$ cat config.mk
export PLATFORM = sky130hd
export DESIGN_NAME = seq_divider
export DESIGN_NICKNAME = d
export VERILOG_FILES = /design/src/rtl/seq_divider.sv
export SDC_FILE = /design/constraint.sdc
export NUM_CORES = 1
export LEC_CHECK = 0
export CORE_MARGIN = 2
export CORE_UTILIZATION = 41
export DETAILED_ROUTE_END_ITERATION = 12
export MAX_ROUTING_LAYER = met4
export PLACE_DENSITY_LB_ADDON = 0.3
export SYNTH_ARGS = -nofsm -noshare
export SYNTH_HDL_FRONTEND = slang
export SYNTH_SLANG_ARGS = --single-unit
$ cat constraint.sdc
create_clock -name clk -period 2.2 [get_ports clk]
set_input_delay 0.44 -clock clk [delete_from_list [all_inputs] [get_ports clk]]
set_output_delay 0.44 -clock clk [all_outputs]
set_load 0.05 [all_outputs]
$ cat src/rtl/seq_divider.sv
// Multi-cycle unsigned restoring divider: one shift plus trial subtract per clock,
// start/busy/done handshake, divide-by-zero flagged and resolved in a single cycle.
module seq_divider #(
   parameter int unsigned WIDTH = 8
) (
   input  logic             clk,
   input  logic             reset,
   input  logic             start,
   input  logic [WIDTH-1:0] dividend,
   input  logic [WIDTH-1:0] divisor,
   output logic             busy,
   output logic             done,
   output logic [WIDTH-1:0] quotient,
   output logic [WIDTH-1:0] remainder,
   output logic             div_by_zero
);

   localparam int unsigned CW = $clog2(WIDTH + 1);

   typedef enum logic [1:0] {
      S_IDLE,
      S_RUN,
      S_ZERO
   } state_t;

   state_t           r_state;
   logic [WIDTH-1:0] r_dsr;
   logic [WIDTH-1:0] r_quo;
   logic [WIDTH:0]   r_prem;
   logic [CW-1:0]    r_cnt;
   logic             r_busy;
   logic             r_done;
   logic             r_dbz;
   logic [WIDTH-1:0] r_quot_out;
   logic [WIDTH-1:0] r_rem_out;

   logic [WIDTH:0]   w_shift;
   logic [WIDTH+1:0] w_trial;
   logic             w_fits;
   logic [WIDTH:0]   w_prem_next;
   logic [WIDTH-1:0] w_quo_next;
   logic             w_last;

   // r_quo starts as the dividend; its MSBs feed the remainder while quotient bits
   // shift in at the LSB, so one register serves as both dividend and quotient.
   always_comb begin
      w_shift     = {r_prem[WIDTH-1:0], r_quo[WIDTH-1]};
      w_trial     = {1'b0, w_shift} - {2'b00, r_dsr};
      w_fits      = ~w_trial[WIDTH+1];
      w_prem_next = w_fits ? w_trial[WIDTH:0] : w_shift;
      w_quo_next  = {r_quo[WIDTH-2:0], w_fits};
      w_last      = (r_cnt == CW'(WIDTH - 1));
   end

   always_ff @(posedge clk) begin
      if (reset) begin
         r_state    <= S_IDLE;
         r_dsr      <= '0;
         r_quo      <= '0;
         r_prem     <= '0;
         r_cnt      <= '0;
         r_busy     <= 1'b0;
         r_done     <= 1'b0;
         r_dbz      <= 1'b0;
         r_quot_out <= '0;
         r_rem_out  <= '0;
      end else begin
         r_done <= 1'b0;
         case (r_state)
            S_IDLE: begin
               if (start) begin
                  r_dsr   <= divisor;
                  r_quo   <= dividend;
                  r_prem  <= '0;
                  r_cnt   <= '0;
                  r_busy  <= 1'b1;
                  r_state <= (divisor != '0) ? S_RUN : S_ZERO;
               end
            end
            S_RUN: begin
               r_prem <= w_prem_next;
               r_quo  <= w_quo_next;
               r_cnt  <= r_cnt + CW'(1);
               if (w_last) begin
                  r_quot_out <= w_quo_next;
                  r_rem_out  <= w_prem_next[WIDTH-1:0];
                  r_dbz      <= 1'b0;
                  r_done     <= 1'b1;
                  r_busy     <= 1'b0;
                  r_state    <= S_IDLE;
               end
            end
            S_ZERO: begin
               r_quot_out <= '1;
               r_rem_out  <= r_quo;
               r_dbz      <= 1'b1;
               r_done     <= 1'b1;
               r_busy     <= 1'b0;
               r_state    <= S_IDLE;
            end
            default: r_state <= S_IDLE;
         endcase
      end
   end

   assign busy        = r_busy;
   assign done        = r_done;
   assign quotient    = r_quot_out;
   assign remainder   = r_rem_out;
   assign div_by_zero = r_dbz;

endmodule

* Word-level counts from Yosys, hierarchy flattened
Index checks and enable logic that the tools add are counted.
** Word-level totals
- ROM bits :: 0
- Bits of input ports :: 19
- Bits in latches :: 0
- Bits in writable memories :: 0
- Memories kept :: 0
- Flip-flop bits (word level) :: 49
** Operators by class
- Magnitude comparators :: 0
- Divide/modulo/power cells :: 0
- Equality and inequality tests :: 5
- Mux-type cells :: 21
- Bitwise gates (word level) :: 1
- Shift operators :: 0
- Reduce and logical (&&, ||, !) cells :: 10
- Multiply operators :: 0
- Add/sub/neg operators :: 2
** Operators by type and width (count)
- $pmux 8 s2 :: 4
- $mux 8 :: 5
- $sub 9x8->10 :: 1
- $pmux 4 s2 :: 1
- $reduce_and 2->1 :: 4
- $reduce_bool 8->1 :: 1
- $mux 2 :: 3
- $add 4x1->4 const B :: 1
- $eq 4x3->1 const B :: 1
- $mux 4 :: 1
- $ne 2x2->1 const B :: 2
- $pmux 1 s2 :: 2
- $pmux 2 s2 :: 1
- $reduce_bool 2->1 :: 2
- $mux 1 :: 3
- $pmux 1 s3 :: 1
- $reduce_and 3->1 :: 1
- $reduce_bool 3->1 :: 1
- $eq 2x1->1 const B :: 1
- $eq 2x2->1 const B :: 1
- $logic_not 2->1 :: 1
- $not 1->1 :: 1

* Logic depth before layout (Yosys ltp)
- Word-level depth :: 4
- Mapped depth :: 9
- Depth with buffers taken out :: 9

* Worst setup path before layout
OpenSTA, ideal clock, no wires.
- Kind :: register to register
- Start point :: register r_dsr[4]
- End point :: register r_rem_out[7] (netlist: remainder[7])
- Cell stages (with the launch flop) :: 9
- Data arrival time :: 1.746 ns
- Period minus slack after synthesis :: 1.868 ns
- Setup slack :: 0.332 ns
- Data required time :: 2.077 ns
- Path through :: dfxtp_1 inv_1 ha_1 nand4_1 a2111o_1 and2_4 buf_6 a41oi_1 o21ai_1
** On the way
- Cells in the longest elaborated chain, start to end :: 4
** Ends and longest elaborated chain
- start: declaration :: RTL line 27 : logic [WIDTH-1:0] r_dsr;
- start signal: assignment :: RTL line 72 : r_dsr <= divisor;
- $sub 9x8->10 :: RTL line 48 : w_trial = {1'b0, w_shift} - {2'b00, r_dsr};
- $mux 8 :: RTL line 50 : w_prem_next = w_fits ? w_trial[WIDTH:0] : w_shift;
- $mux 8 :: RTL line 84 : if (w_last) begin
- $pmux 8 s2 :: RTL line 69 : case (r_state)
- end signal: assignment :: RTL line 86 : r_rem_out <= w_prem_next[WIDTH-1:0];
- end signal: assignment :: RTL line 95 : r_rem_out <= r_quo;
- end: declaration :: RTL line 35 : logic [WIDTH-1:0] r_rem_out;
No other way between the ends. The select of a mux whose other input is x is not followed.
A chain may end at the register's enable or synchronous reset.

* Worst setup path after layout
- Start point :: register r_quo[7]
- End point :: register r_prem[6]
** On the way
- Cells in the longest elaborated chain, start to end :: 3
** Ends and longest elaborated chain
- start: declaration :: RTL line 28 : logic [WIDTH-1:0] r_quo;
- start signal: assignment :: RTL line 73 : r_quo <= dividend;
- start signal: assignment :: RTL line 82 : r_quo <= w_quo_next;
- $sub 9x8->10 :: RTL line 48
- $mux 8 :: RTL line 50
- $pmux 8 s2 :: RTL line 69
- end signal: assignment :: RTL line 81 : r_prem <= w_prem_next;
- end: declaration :: RTL line 29 : logic [WIDTH:0] r_prem;
No other way between the ends.

==> results.cfg <==
[global_routing]
grt_usage_pct = 20.7
antenna_found_initial = 0
grt_max_degree = 43
grt_first_pass_wirelength_um = 10600
grt_pass1_vias = 2228
grt-ovfl-total = 0

[timing]
tns_ns = 0
tightestPinTransition_ns = 0.531
fmax_mhz = 492
fin_worst_skew_ns = 0.0117
rsz0062_at_grt = false
min_period_over_period_pct = 92.3
setup_viol = 0
hold_viol = 0
fin_crit_ns = 2.03
report.final.slew_viol_count = 0
maxSlewHeadroom_pct = 64.2

[yosys]
synth-seq-area-share_pct = 39.0
synthDominantAreaCellType = dfxtp_1
ys_top_cells_by_area = dfxtp_1, ha_1, nor2_1, a21oi_1, nand2_1
async_reset_ff_share_pct = 0
ys_top_cells_by_count = dfxtp_1, nor2_1, nand2_1
ys_warn_count = 0
ys_ff_latch = 49
syn_nets = 341
synth_top_area_share_pct = 39.0
syn_avg_cell_area_um2 = 8.16
synth_edf_count = 0
synth_area_um2 = 2510
synth_cells = 308
yosysMostFrequentCell = dfxtp_1
synth_cell_types = 57
synth_ff_type = dfxtp_1

[route]
drt_iter0_markers = 164
dr.pass1.iters = 4
wirelength_um = 6300
vias_per_cell = 5.64
vias = 2403
drc = 0
wl_per_cell_um = 14.8
ant_nets = 0

[finish]
nets = 383
drive_gt1_share_pct = 7.41
diodes = 0
areaGrowthSynthToFinish_pct = 23.8
postLayoutCellArea_um2 = 3110

[die]
die_h_um = 82.3
core_um2 = 5920
fp-row-count = 28
die_width_um = 82.3
start_util_pct = 42.4
die_area_um2 = 6770
ioPinCount = 38

[hold_path]
min_path_type = reg2reg

[cts]
cts_root_buf = clkbuf_8
cts.sinks = 49
cts_buffers = 5
cts_tree = built
cts_setup_buffers = 0
insertion_delay_ns = 0.31
clk_pin_slew_ns = 0.09
cts_max_path_buffers = 2
cts-htree-levels = 2

[worst_setup_path]
crit_arrival_ns = 2.23
worstSetupEndpointType = register
crit_type = reg2reg
cp-start-kind = register
crit_path_max_fanout = 3
max_stage_delay_ns = 0.42
cp_common_cell = inv_1
critPathRequiredTime_ns = 2.40
cp_slowest_cell = fa_1
path_cells = inv_1 > ha_1 > inv_1 > fa_1 > a211oi_2 > o21bai_1 > a21oi_1 > xor2_1 > o21ai_0

[placement]
dpl_cell_area_um2 = 3010
hpwl_um = 4700
gp_congestion = 0.875
numPortBuffers = 37

[power_and_ir_drop]
p_per_area_nw_per_um2 = 631
leakagePower_nw = 1.21
vdd_drop_max_mv = 0.348

[status]
status = finished, final reports clean

[run]
cap_violations = 0
[registers in the layout, indices dropped and copies added, names as in the netlist]
name and flops:
r_cnt 4, r_quo 8, remainder 8, quotient 8
done 1, r_prem 8, r_dsr 8, r_state 2
div_by_zero 1, busy 1
[worst max-delay path: cells and delay by family, from the launching register on]
kind | cells | cell delay (ns)
AOI/OAI and AO/OA | 4 | 0.62
xor gates and xnor gates | 1 | 0.21
adders and majority gates | 2 | 0.59
buffers and inverters | 2 | 0.16
DFF | 1 | 0.34
[path summary, 6_finish.rpt]
kind         startpoint   endpoint  slack, ns  cells after the start
max            r_quo[7]  r_prem[6]       0.17                      9
min            r_dsr[7]   r_dsr[7]       0.46                      2
max reg2reg    r_quo[7]  r_prem[6]       0.17                      9
min reg2reg    r_dsr[7]   r_dsr[7]       0.46                      2
[layout make-up]
class	count	area (µm²)
multi-input cells	230	1420
fillers	567	2810
well taps	75	93.8
clock inverters	2	15.0
repair buffers	49	473
clock buffers	6	72.6
flip-flops and latches	49	981
inverters	15	56.3
[cell families (layout without fill, tap and decap cells)]
family | after synthesis | after routing | share of synthesized area (%)
simple gates | 116 | 116 | 21.6
compound gates | 91 | 91 | 23.9
flops | 49 | 49 | 39.0
buf+inv | 29 | 72 | 4.83
fa+ha+maj | 14 | 14 | 7.27
mux | 5 | 5 | 1.99
xor+xnor | 4 | 4 | 1.39
[layer usage]
layer  GRT usage, %  vias up  part of all wire, %
met5              -        -                    0
met4           7.50        0                  1.4
met3           3.37        8                  4.3
met2           32.4       53                   49
met1           27.1     1136                   45
li1               -     1206                    -
[what timing repair did]
item | CTS | global route
hold buffers | 0 | 0
endpoints found under the setup margin | 0 | 9
hold endpoints to repair | 0 | 0
resized for setup | 0 | 2
[where the power goes]
part           switching, mW  total (mW)  internal, mW
sequential            0.0352       0.960         0.925
combinational          0.272       0.465         0.193
clock                  0.312       0.536         0.225
total                  0.619        1.96          1.34
[metrics by stage]
step | worst slack [ns] | hold slack (ns) | total power, mW | instances | util, %
3_5_place_dp | 0.111 | 0.449 | 1.44 | 418 | 50.9
2_1_floorplan | 0.332 | 0.436 | 1.30 | 308 | -
5_1_grt | 0.0244 | 0.482 | 2.06 | 426 | 52.5
6_report | 0.169 | 0.462 | 1.96 | 426 | 52.5
3_3_place_gp | 0.150 | 0.447 | 1.43 | 418 | 50.9
4_1_cts | 0.0459 | 0.462 | 1.96 | 426 | 52.4
[layout by cell type, fill, tap and decap left out, types with 3 or more instances in the layout]
master and n:
nand3b_1 3, nand2_1 31, and3_1 3, clkdlybuf4s50_1 37, clkbuf_8 5, nand2b_1 4, dfxtp_1 49, a211oi_1 4
nor4_1 4, mux2i_1 5, a32oi_1 4, buf_4 11, o22ai_1 14, o21ai_0 15, a21oi_1 23, nor2_1 42
nand3_1 7, nor3_1 8, ha_1 13, a22oi_1 3, xor2_1 4, inv_1 14
No activity file was read; power rests on OpenSTA's default activity.
